--- config.mk ---
export PLATFORM = sky130hd
export DESIGN_NAME = irq_ctrl_flat
export DESIGN_NICKNAME = d
export VERILOG_FILES = /design/src/rtl/irq_ctrl_if.sv /design/src/rtl/irq_ctrl.sv /design/src/flat_wrapper.sv
export SDC_FILE = /design/constraint.sdc
export NUM_CORES = 1
export LEC_CHECK = 0
export CORE_MARGIN = 5
export CORE_UTILIZATION = 35
export CTS_BUF_LIST = sky130_fd_sc_hd__clkbuf_8
export CTS_CLUSTER_DIAMETER = 150
export CTS_CLUSTER_SIZE = 28
export DETAILED_ROUTE_END_ITERATION = 10
export PLACE_DENSITY = 0.85
export SLEW_MARGIN = 40
export SYNTH_ARGS = -nofsm -noshare
export SYNTH_HDL_FRONTEND = slang
export SYNTH_SLANG_ARGS = --single-unit
--- constraint.sdc ---
create_clock -name clk -period 1.6 [get_ports clk]
set_input_delay 0.16 -clock clk [delete_from_list [all_inputs] [get_ports clk]]
set_output_delay 0.16 -clock clk [all_outputs]
set_load 0.02 [all_outputs]
--- src/rtl/irq_ctrl_if.sv ---
// Register-port bus between a bus master and the interrupt controller.
// Signal names are seen from the controller, which is the slave.
interface irq_ctrl_if;
    logic        stb_i;
    logic        we_i;
    logic [1:0]  adr_i;
    logic [31:0] dat_i;
    logic [31:0] dat_o;
    logic        ack_o;

    modport master (output stb_i, we_i, adr_i, dat_i, input dat_o, ack_o);
    modport slave  (input stb_i, we_i, adr_i, dat_i, output dat_o, ack_o);
endinterface

--- src/rtl/irq_ctrl.sv ---
// Fixed-priority interrupt controller: per-line enable and edge/level mode,
// one outstanding request with a vector, held in service until EOI.
module irq_ctrl #(
    parameter int          NUM_IRQ  = 4,
    parameter logic [31:0] VEC_BASE = 32'h0000_0000
) (
    input  logic               clk,
    input  logic               rst_i,
    input  logic [NUM_IRQ-1:0] irq_i,
    irq_ctrl_if.slave          bus,
    output logic               irq_req_o,
    output logic [31:0]        irq_vec_o,
    input  logic               irq_ack_i,
    input  logic               irq_eoi_i
);
    typedef enum logic [1:0] {IDLE, REQ, SVC} state_t;

    state_t             state_q;
    logic [NUM_IRQ-1:0] pending_q, pending_d;
    logic [NUM_IRQ-1:0] enable_q;
    logic [NUM_IRQ-1:0] mode_q;
    logic [NUM_IRQ-1:0] irq_prev_q;
    logic               req_q;
    logic [31:0]        vec_q;
    logic [4:0]         active_q;
    logic               ack_q;
    logic [31:0]        dat_q;

    logic [NUM_IRQ-1:0] eligible, w1c, ack_clr, edge_set;
    logic [4:0]         winner;
    logic [31:0]        vector, rdata;
    logic               wr_en;

    always_comb begin
        eligible = pending_q & enable_q;
        winner   = '0;
        for (int i = 0; i < NUM_IRQ; i++) begin
            if (eligible[i]) winner = 5'(i);
        end
        // Highest line gets the lowest slot so address VEC_BASE stays the reset vector.
        vector = VEC_BASE + ((32'(NUM_IRQ) - 32'(winner)) << 2);

        wr_en    = bus.stb_i & bus.we_i & ack_q;
        w1c      = (wr_en && bus.adr_i == 2'd0) ? bus.dat_i[NUM_IRQ-1:0] : '0;
        ack_clr  = '0;
        for (int i = 0; i < NUM_IRQ; i++) begin
            if (state_q == REQ && irq_ack_i && active_q == 5'(i)) ack_clr[i] = 1'b1;
        end
        edge_set  = irq_i & ~irq_prev_q;
        pending_d = (mode_q & ((pending_q & ~(w1c | ack_clr)) | edge_set))
                  | (~mode_q & irq_i);

        rdata = '0;
        case (bus.adr_i)
            2'd0: rdata = {{(32-NUM_IRQ){1'b0}}, pending_q};
            2'd1: rdata = {{(32-NUM_IRQ){1'b0}}, enable_q};
            2'd2: rdata = {{(32-NUM_IRQ){1'b0}}, mode_q};
            2'd3: rdata = {state_q == SVC, req_q, 25'd0, active_q};
            default: rdata = '0;
        endcase
    end

    always_ff @(posedge clk) begin
        if (rst_i) begin
            state_q    <= IDLE;
            pending_q  <= '0;
            enable_q   <= '0;
            mode_q     <= '0;
            irq_prev_q <= '0;
            req_q      <= 1'b0;
            vec_q      <= '0;
            active_q   <= '0;
            ack_q      <= 1'b0;
            dat_q      <= '0;
        end else begin
            irq_prev_q <= irq_i;
            pending_q  <= pending_d;
            ack_q      <= bus.stb_i & ~ack_q;
            dat_q      <= (bus.stb_i & ~ack_q) ? rdata : '0;
            if (wr_en && bus.adr_i == 2'd1) enable_q <= bus.dat_i[NUM_IRQ-1:0];
            if (wr_en && bus.adr_i == 2'd2) mode_q   <= bus.dat_i[NUM_IRQ-1:0];

            case (state_q)
                IDLE: begin
                    if (|eligible) begin
                        active_q <= winner;
                        vec_q    <= vector;
                        req_q    <= 1'b1;
                        state_q  <= REQ;
                    end
                end
                REQ: begin
                    if (irq_ack_i) begin
                        req_q   <= 1'b0;
                        state_q <= SVC;
                    end
                end
                SVC: begin
                    if (irq_eoi_i) begin
                        active_q <= '0;
                        state_q  <= IDLE;
                    end
                end
                default: state_q <= IDLE;
            endcase
        end
    end

    assign irq_req_o = req_q;
    assign irq_vec_o = vec_q;
    assign bus.ack_o = ack_q;
    assign bus.dat_o = dat_q;
endmodule

--- src/flat_wrapper.sv ---
// flat-port wrapper written by rule: the top's interface ports become plain ports
module irq_ctrl_flat 
#(
    parameter int          NUM_IRQ  = 4,
    parameter logic [31:0] VEC_BASE = 32'h0000_0000
)
  (clk, rst_i, irq_i, irq_req_o, irq_vec_o, irq_ack_i, irq_eoi_i, bus_stb_i, bus_we_i, bus_adr_i, bus_dat_i, bus_dat_o, bus_ack_o);
  irq_ctrl_if bus_i ();
  input  logic clk;
  input  logic rst_i;
  input  logic [NUM_IRQ-1:0] irq_i;
  output logic irq_req_o;
  output logic [31:0] irq_vec_o;
  input  logic irq_ack_i;
  input  logic irq_eoi_i;
  input wire logic [$bits(bus_i.stb_i)-1:0] bus_stb_i;
  input wire logic [$bits(bus_i.we_i)-1:0] bus_we_i;
  input wire logic [$bits(bus_i.adr_i)-1:0] bus_adr_i;
  input wire logic [$bits(bus_i.dat_i)-1:0] bus_dat_i;
  output wire logic [$bits(bus_i.dat_o)-1:0] bus_dat_o;
  output wire logic [$bits(bus_i.ack_o)-1:0] bus_ack_o;
  assign bus_i.stb_i = bus_stb_i;
  assign bus_i.we_i = bus_we_i;
  assign bus_i.adr_i = bus_adr_i;
  assign bus_i.dat_i = bus_dat_i;
  assign bus_dat_o = bus_i.dat_o;
  assign bus_ack_o = bus_i.ack_o;
  irq_ctrl #(.NUM_IRQ(NUM_IRQ), .VEC_BASE(VEC_BASE)) u_core (.clk(clk), .rst_i(rst_i), .irq_i(irq_i), .bus(bus_i), .irq_req_o(irq_req_o), .irq_vec_o(irq_vec_o), .irq_ack_i(irq_ack_i), .irq_eoi_i(irq_eoi_i));
endmodule
==> results of run 1 <==
## placed cells by master (no fill, tap or decap), types with 2 or more instances in the layout
cell type,instances
nor2b_1,6
a2bb2oi_1,2
clkdlybuf4s50_1,26
inv_1,6
nor2_1,4
mux4_1,2
and3_1,6
a21oi_1,10
o21ai_0,9
clkinv_2,3
dfxtp_1,31
clkbuf_8,5
a22o_1,2
and4_2,2
buf_4,7
mux2i_1,4
nand2_1,16
conb_1,55
o41ai_2,4
nor3_1,4
nand2b_1,5
nand3_1,9
## registers in the layout (all words and copies together), names as in the netlist, 2 cells and up
name and flops:
u_core.active_q 2, u_core.bus.dat_o 6, u_core.irq_prev_q 4, u_core.mode_q 4
u_core.pending_q 4, u_core.enable_q 4, u_core.irq_vec_o 3, u_core.state_q 2
## per-layer routing
layer  vias up  global-route usage, %  wire length (um)
met5         -                      0                 0
met4         0                   6.98               103
met1       604                   11.6              1310
met3         8                   4.17               336
met2        62                   17.9              1730
li1        649                      -                 -
## worst max-delay path by stage
stage	start	endpoint	slack [ns]	cells past startpoint
finish	u_core.bus.ack_o$_SDFF_PP0_	bus_ack_o	0.12	1
CTS	u_core.bus.ack_o$_SDFF_PP0_	bus_ack_o	0.10	1
global placement	bus_adr_i[1]	u_core.bus.dat_o[0]$_SDFF_PP0_	0.05	3
global route	u_core.bus.ack_o$_SDFF_PP0_	bus_ack_o	0.06	1
floorplan	u_core.bus.ack_o$_SDFF_PP0_	u_core.pending_q[0]$_SDFF_PP0_	0.42	4
detailed placement	bus_adr_i[1]	u_core.bus.dat_o[0]$_SDFF_PP0_	0.03	3
## power groups by stage
stage               Combinational, mW  Sequential, mW  Clock [mW]
CTS                             0.244           0.798       0.595
global route                    0.270           0.799       0.646
detailed placement              0.243           0.815           0
floorplan                       0.277           0.816           0
finish                          0.248           0.798       0.584
global placement                0.240           0.814           0
## worst register-to-register path, cell delays in order, from the launching register on
cell and delay [ns]:
dfxtp_1 0.38, nand2_1 0.07, a32oi_1 0.33, ha_1 0.29, nand2b_1 0.07, mux2i_1 0.06
## cell type report
cell class,count,area (sq um)
clock buffers,5,68.8
clock inverters,3,15.0
fillers,520,3020
inverters,6,22.5
multi-input cells,156,897
flip-flops and latches,31,621
well taps,70,87.6
repair buffers,33,313
## logic make-up (layout without fill, tap and decap cells)
| kind of cell | Yosys count | in the layout | share of synthesized area (%) |
|---|---|---|---|
| buffers and inverters | 67 | 47 | 26.7 |
| AND/OR/NAND/NOR | 59 | 59 | 18.1 |
| AO/OA/AOI/OAI | 35 | 35 | 14.5 |
| flip-flops | 31 | 31 | 34.6 |
| multiplexers | 6 | 6 | 5.16 |
| adder cells (fa/ha/maj) | 1 | 1 | 0.698 |
| other | 1 | 55 | 0.209 |
## metrics by stage
stage               instances  hold WS [ns]
detailed placement        296         0.461
finish                    304         0.461
floorplan                 254         0.271
global route              304         0.460
CTS                       304         0.462
global placement          296         0.455
==> out/results.ini, run 1 <==
[run_status]
status = finished clean

[logic_synthesis]
post-synth-top-count-cell = buf_4
synth_commonest_cells = 55 x buf_4, 31 x dfxtp_1, 16 x nand2_1, 10 x a21oi_1
ys_types = 37
synth_async_sr_flop_share_pct = 0
synth-edff-count = 0
yosysTopAreaCell = dfxtp_1
synth_flop_cell = dfxtp_1
yosysSeqAreaShare_pct = 34.6
synthesis.area_sq_mm = 0.00179
yosysWarnings = 0
avgSynthCellArea_sq_um = 8.96
synth.area.top_cells = dfxtp_1 35%, buf_4 23%, o41ai_2 3.6%
synth_seq_cells = 31
syn-instance-count = 200
yosysTopAreaCellShare_pct = 34.6

[critical_path]
cp_num_buf_inv = 1
rr_startpoint = u_core.enable_q[2]$_SDFFE_PP0P_
worstPathArrival_ns = 1.32
cp_max_fo = 6
worstPathCellList = clkdlybuf4s50_1
ff2ff_path_depth = 5
reg2reg_to = u_core.irq_vec_o[3]$_SDFFE_PP0P_
end_kind = output pin
rrSetupSlack_ns = 0.29
crit_family = buffers and inverters
cp.required_ns = 1.44
path_class = flip-flop to output pin
critPathSlowestCell = clkdlybuf4s50_1
slowest_delay_ns = 0.63
crit_path_start_kind = flip-flop

[final_layout]
post-route-util_pct = 40.1
syn_to_final_growth_pct = 12.9
final_area_sq_mm = 0.00202
drive_above_1_share_pct = 9.40
nNetsFinal = 278
insertedDiodeCount = 0

[detailed_routing]
viasPerCell = 4.35
drt_pre_antenna_iters = 4
drc = 0
wirelength_um = 3480
drt_iter0_markers = 130
via_count = 1323
post_drt_wl_per_cell_um = 11.5
antenna_left = 0

[placement]
io_buffers = 26
hpwlAfterDp_um = 2780
placed_area_sq_mm = 0.00194
post-place-ws_ns = 0.0314
gp_congestion = 0.798

[worst_hold_path]
hp-start = irq_i[0]
holdPathStages = 2
hold_class = input pin to flip-flop
whs_endpoint = u_core.irq_prev_q[0]$_SDFF_PP0_

[global_routing]
grt_overflow = 0
grt_pass1_vias = 1225
grt_usage_pct = 10.9
grt_max_degree = 16
grt_pass1_wl_um = 5460
antenna_found_initial = 0

[floorplan]
die_h_um = 81.6
rows = 26
coreArea_sq_mm = 0.00504
die_w_um = 81.6
ioPinCount = 110
dieArea_sq_mm = 0.00665
initial_utilization_pct = 35.6

[pwr]
intPower_mw = 1.16
pwr-share-comb_pct = 15.2
cellPowerDensity_mw_per_mm2 = 805
p_switching_uw = 474
pwr-share-seq_pct = 49.0
p_leak_nw = 0.851
swShare_pct = 29.1
clockPowerShare_pct = 35.8
irDropWorstVdd_v = 0.000333
total_power_mw = 1.63

[clock_tree]
cts_buffer_depth = 2
cts_root_buf = clkbuf_8
numCtsBuffers = 5
cts_tree = done
cts.clk_slew.worst_paths_ns = 0.06
post_cts.repair.setup_buffers = 0
cts-htree-levels = 2
cts_num_sinks = 31
cts_hold_buf = 0
clkLatencyLatePin_ns = 0.29
ctsResizeCount = 0

[job]
cap_violations = 0

[timing]
fin_skew_ns = 0.00656
finalCriticalPeriod_ns = 1.48
setup_viol = 0
rsz0062_at_grt = no
worst_slack_ns = 0.118
hold_violations = 0
layout_worst_path_cycle_share_pct = 92.6
fmax_ghz = 0.675
fin_tns_setup_ns = 0
maxSlewViolCount = 0

Power figures use the tool's default switching activity.
==> inputs of run 2 (changes only) <==
--- a/config.mk
+++ b/config.mk
@@ -9,8 +9,9 @@
 export CORE_UTILIZATION = 35
 export CTS_BUF_LIST = sky130_fd_sc_hd__clkbuf_8
 export CTS_CLUSTER_DIAMETER = 150
-export CTS_CLUSTER_SIZE = 28
+export CTS_CLUSTER_SIZE = 14
 export DETAILED_ROUTE_END_ITERATION = 10
+export GPL_TIMING_DRIVEN = 0
 export PLACE_DENSITY = 0.85
 export SLEW_MARGIN = 40
 export SYNTH_ARGS = -nofsm -noshare
==> out/results.ini, run 2 (same netlist as run 1, synthesis figures left out) <==
[final_layout]
largest_register_ffs = 6  ; unchanged
nNetsFinal = 330  ; was 278
drive_above_1_share_pct = 26.2  ; was 9.40%
mostFrequentLayoutCells = 55 x buf_4, 55 x conb_1, 31 x dfxtp_1, 24 x clkdlybuf4s50_1, 16 x nand2_1  ; was 55 x conb_1, 31 x dfxtp_1, 26 x clkdlybuf4s50_1, 16 x nand2_1, 10 x a21oi_1
insertedDiodeCount = 0  ; unchanged
n_fill_cell = 499  ; was 520
syn_to_final_growth_pct = 35.2  ; was 12.9%

[detailed_routing]
via_count = 1458  ; was 1323
wirelength_um = 3660  ; was 3480 um
drt_pre_antenna_iters = 4  ; unchanged
drt_iter0_markers = 108  ; was 130
post_drt_wl_per_cell_um = 10.3  ; was 11.5 um
viasPerCell = 4.10  ; was 4.35
antenna_left = 0  ; unchanged
drc = 0  ; unchanged

[critical_path]
cp_max_fo = 6  ; unchanged
worstPathArrival_ns = 1.32  ; about the same
slowest_delay_ns = 0.63  ; about the same
cp_num_buf_inv = 1  ; unchanged
crit_family = buffers and inverters  ; unchanged
end_kind = output pin  ; unchanged
critPathSlowestCell = clkdlybuf4s50_1  ; unchanged
crit_path_start_kind = flip-flop  ; unchanged
cp.required_ns = 1.44  ; about the same
path_class = flip-flop to output pin  ; unchanged
worstPathCellList = clkdlybuf4s50_1  ; unchanged

[floorplan]
die_w_um = 81.6  ; unchanged
initial_utilization_pct = 35.6  ; unchanged
rows = 26  ; unchanged
ioPinCount = 110  ; unchanged
coreArea_sq_mm = 0.00504  ; unchanged
die_h_um = 81.6  ; unchanged
dieArea_sq_mm = 0.00665  ; unchanged

[timing]
rsz0062_at_grt = no  ; unchanged
fin_tns_setup_ns = 0  ; unchanged
hold_violations = 0  ; unchanged
fin_skew_ns = 0.00579  ; was 0.00656 ns
setup_viol = 0  ; unchanged
finalCriticalPeriod_ns = 1.48  ; about the same
whs_ns = 0.201  ; was 0.461 ns
maxSlewViolCount = 0  ; unchanged
layout_worst_path_cycle_share_pct = 92.4  ; was 92.6%
fmax_ghz = 0.676  ; was 0.675 GHz

[pwr]
p_leak_nw = 1.14  ; was 0.851 nW
cellPowerDensity_mw_per_mm2 = 743  ; was 805 mW/mm^2
irDropWorstVdd_v = 0.000272  ; was 0.000333 V

[clock_tree]
cts_hold_buf = 0  ; unchanged
cts-htree-levels = 2  ; unchanged
clkLatencyLatePin_ns = 0.28  ; was 0.29 ns
cts_root_buf = clkbuf_8  ; unchanged
cts_num_sinks = 31  ; unchanged
cts_buffer_depth = 2  ; unchanged
cts_tree = done  ; unchanged
numCtsBuffers = 5  ; unchanged
cts.clk_slew.worst_paths_ns = 0.06  ; about the same
post_cts.repair.setup_buffers = 0  ; unchanged
ctsResizeCount = 0  ; unchanged

[global_routing]
grt_pass1_wl_um = 5880  ; was 5460 um
grt_overflow = 0  ; unchanged
grt_usage_pct = 11.4  ; was 10.9%
grt_max_degree = 11  ; was 16
grt_pass1_vias = 1377  ; was 1225
antenna_found_initial = 0  ; unchanged

[job]
cap_violations = 0  ; unchanged

[placement]
hpwlAfterDp_um = 3010  ; was 2780 um
gp_congestion = 0.862  ; was 0.798
io_buffers = 24  ; was 26

[worst_hold_path]
hold_class = input pin to flip-flop  ; unchanged

[run_status]
status = finished clean  ; unchanged

[run 2: per-layer routing]
layer / vias to the layer above / GRT usage [%] / wire, um
li1: 754 / - / -
met5: - / 0 / 0
met3: 9 / 3.62 / 368
met4: 0 / 6.98 / 99
met1: 625 / 12.2 / 1420
met2: 70 / 19.3 / 1780
[run 2: layout make-up]
type	instances	area, sq um	area share (%)
Clock inverter	1	3.75	0.155
Tap cell	70	87.6	3.61
Buffer	61	455	18.8
Timing Repair Buffer	24	240	9.91
Clock buffer	7	96.3	3.98
Inverter	6	22.5	0.929
Multi-Input combinational cell	156	897	37.0
Sequential cell	31	621	25.6
[run 2: power breakdown]
part / internal (mW) / total [mW] / leakage [nW] / switching (mW)
clock: 0.385 / 0.655 / 0.0557 / 0.270
combinational: 0.155 / 0.346 / 0.837 / 0.191
sequential: 0.788 / 0.798 / 0.252 / 0.0105
total: 1.33 / 1.80 / 1.14 / 0.471
[run 2: path summary, 6_finish.rpt]
| path | start | to | slack, ns | depth (start not counted) |
|---|---|---|---|---|
| worst min register to register | u_core.irq_prev_q[3]$_SDFF_PP0_ | u_core.pending_q[3]$_SDFF_PP0_ | 0.47 | 3 |
| worst min-delay path | bus_adr_i[0] | u_core.bus.dat_o[31]$_SDFF_PP0_ | 0.20 | 2 |
| worst max register to register | u_core.enable_q[2]$_SDFFE_PP0P_ | u_core.irq_vec_o[3]$_SDFFE_PP0P_ | 0.30 | 5 |
| worst max-delay path | u_core.bus.ack_o$_SDFF_PP0_ | bus_ack_o | 0.12 | 1 |
[run 2: metrics by stage]
| step | instances | power, mW | setup slack, ns | cell area [sq um] | util, % |
|---|---|---|---|---|---|
| finish | 356 | 1.80 | 0.121 | 2420 | 48.1 |
| floorplan | 254 | 1.09 | 0.420 | 2000 | - |
| detailed placement | 348 | 1.15 | 0.0186 | 2320 | 46.1 |
| global route | 356 | 1.89 | 0.0669 | 2420 | 48.1 |
| global placement | 348 | 1.15 | 0.0137 | 2320 | 46.1 |
| CTS | 356 | 1.81 | 0.106 | 2420 | 48.1 |
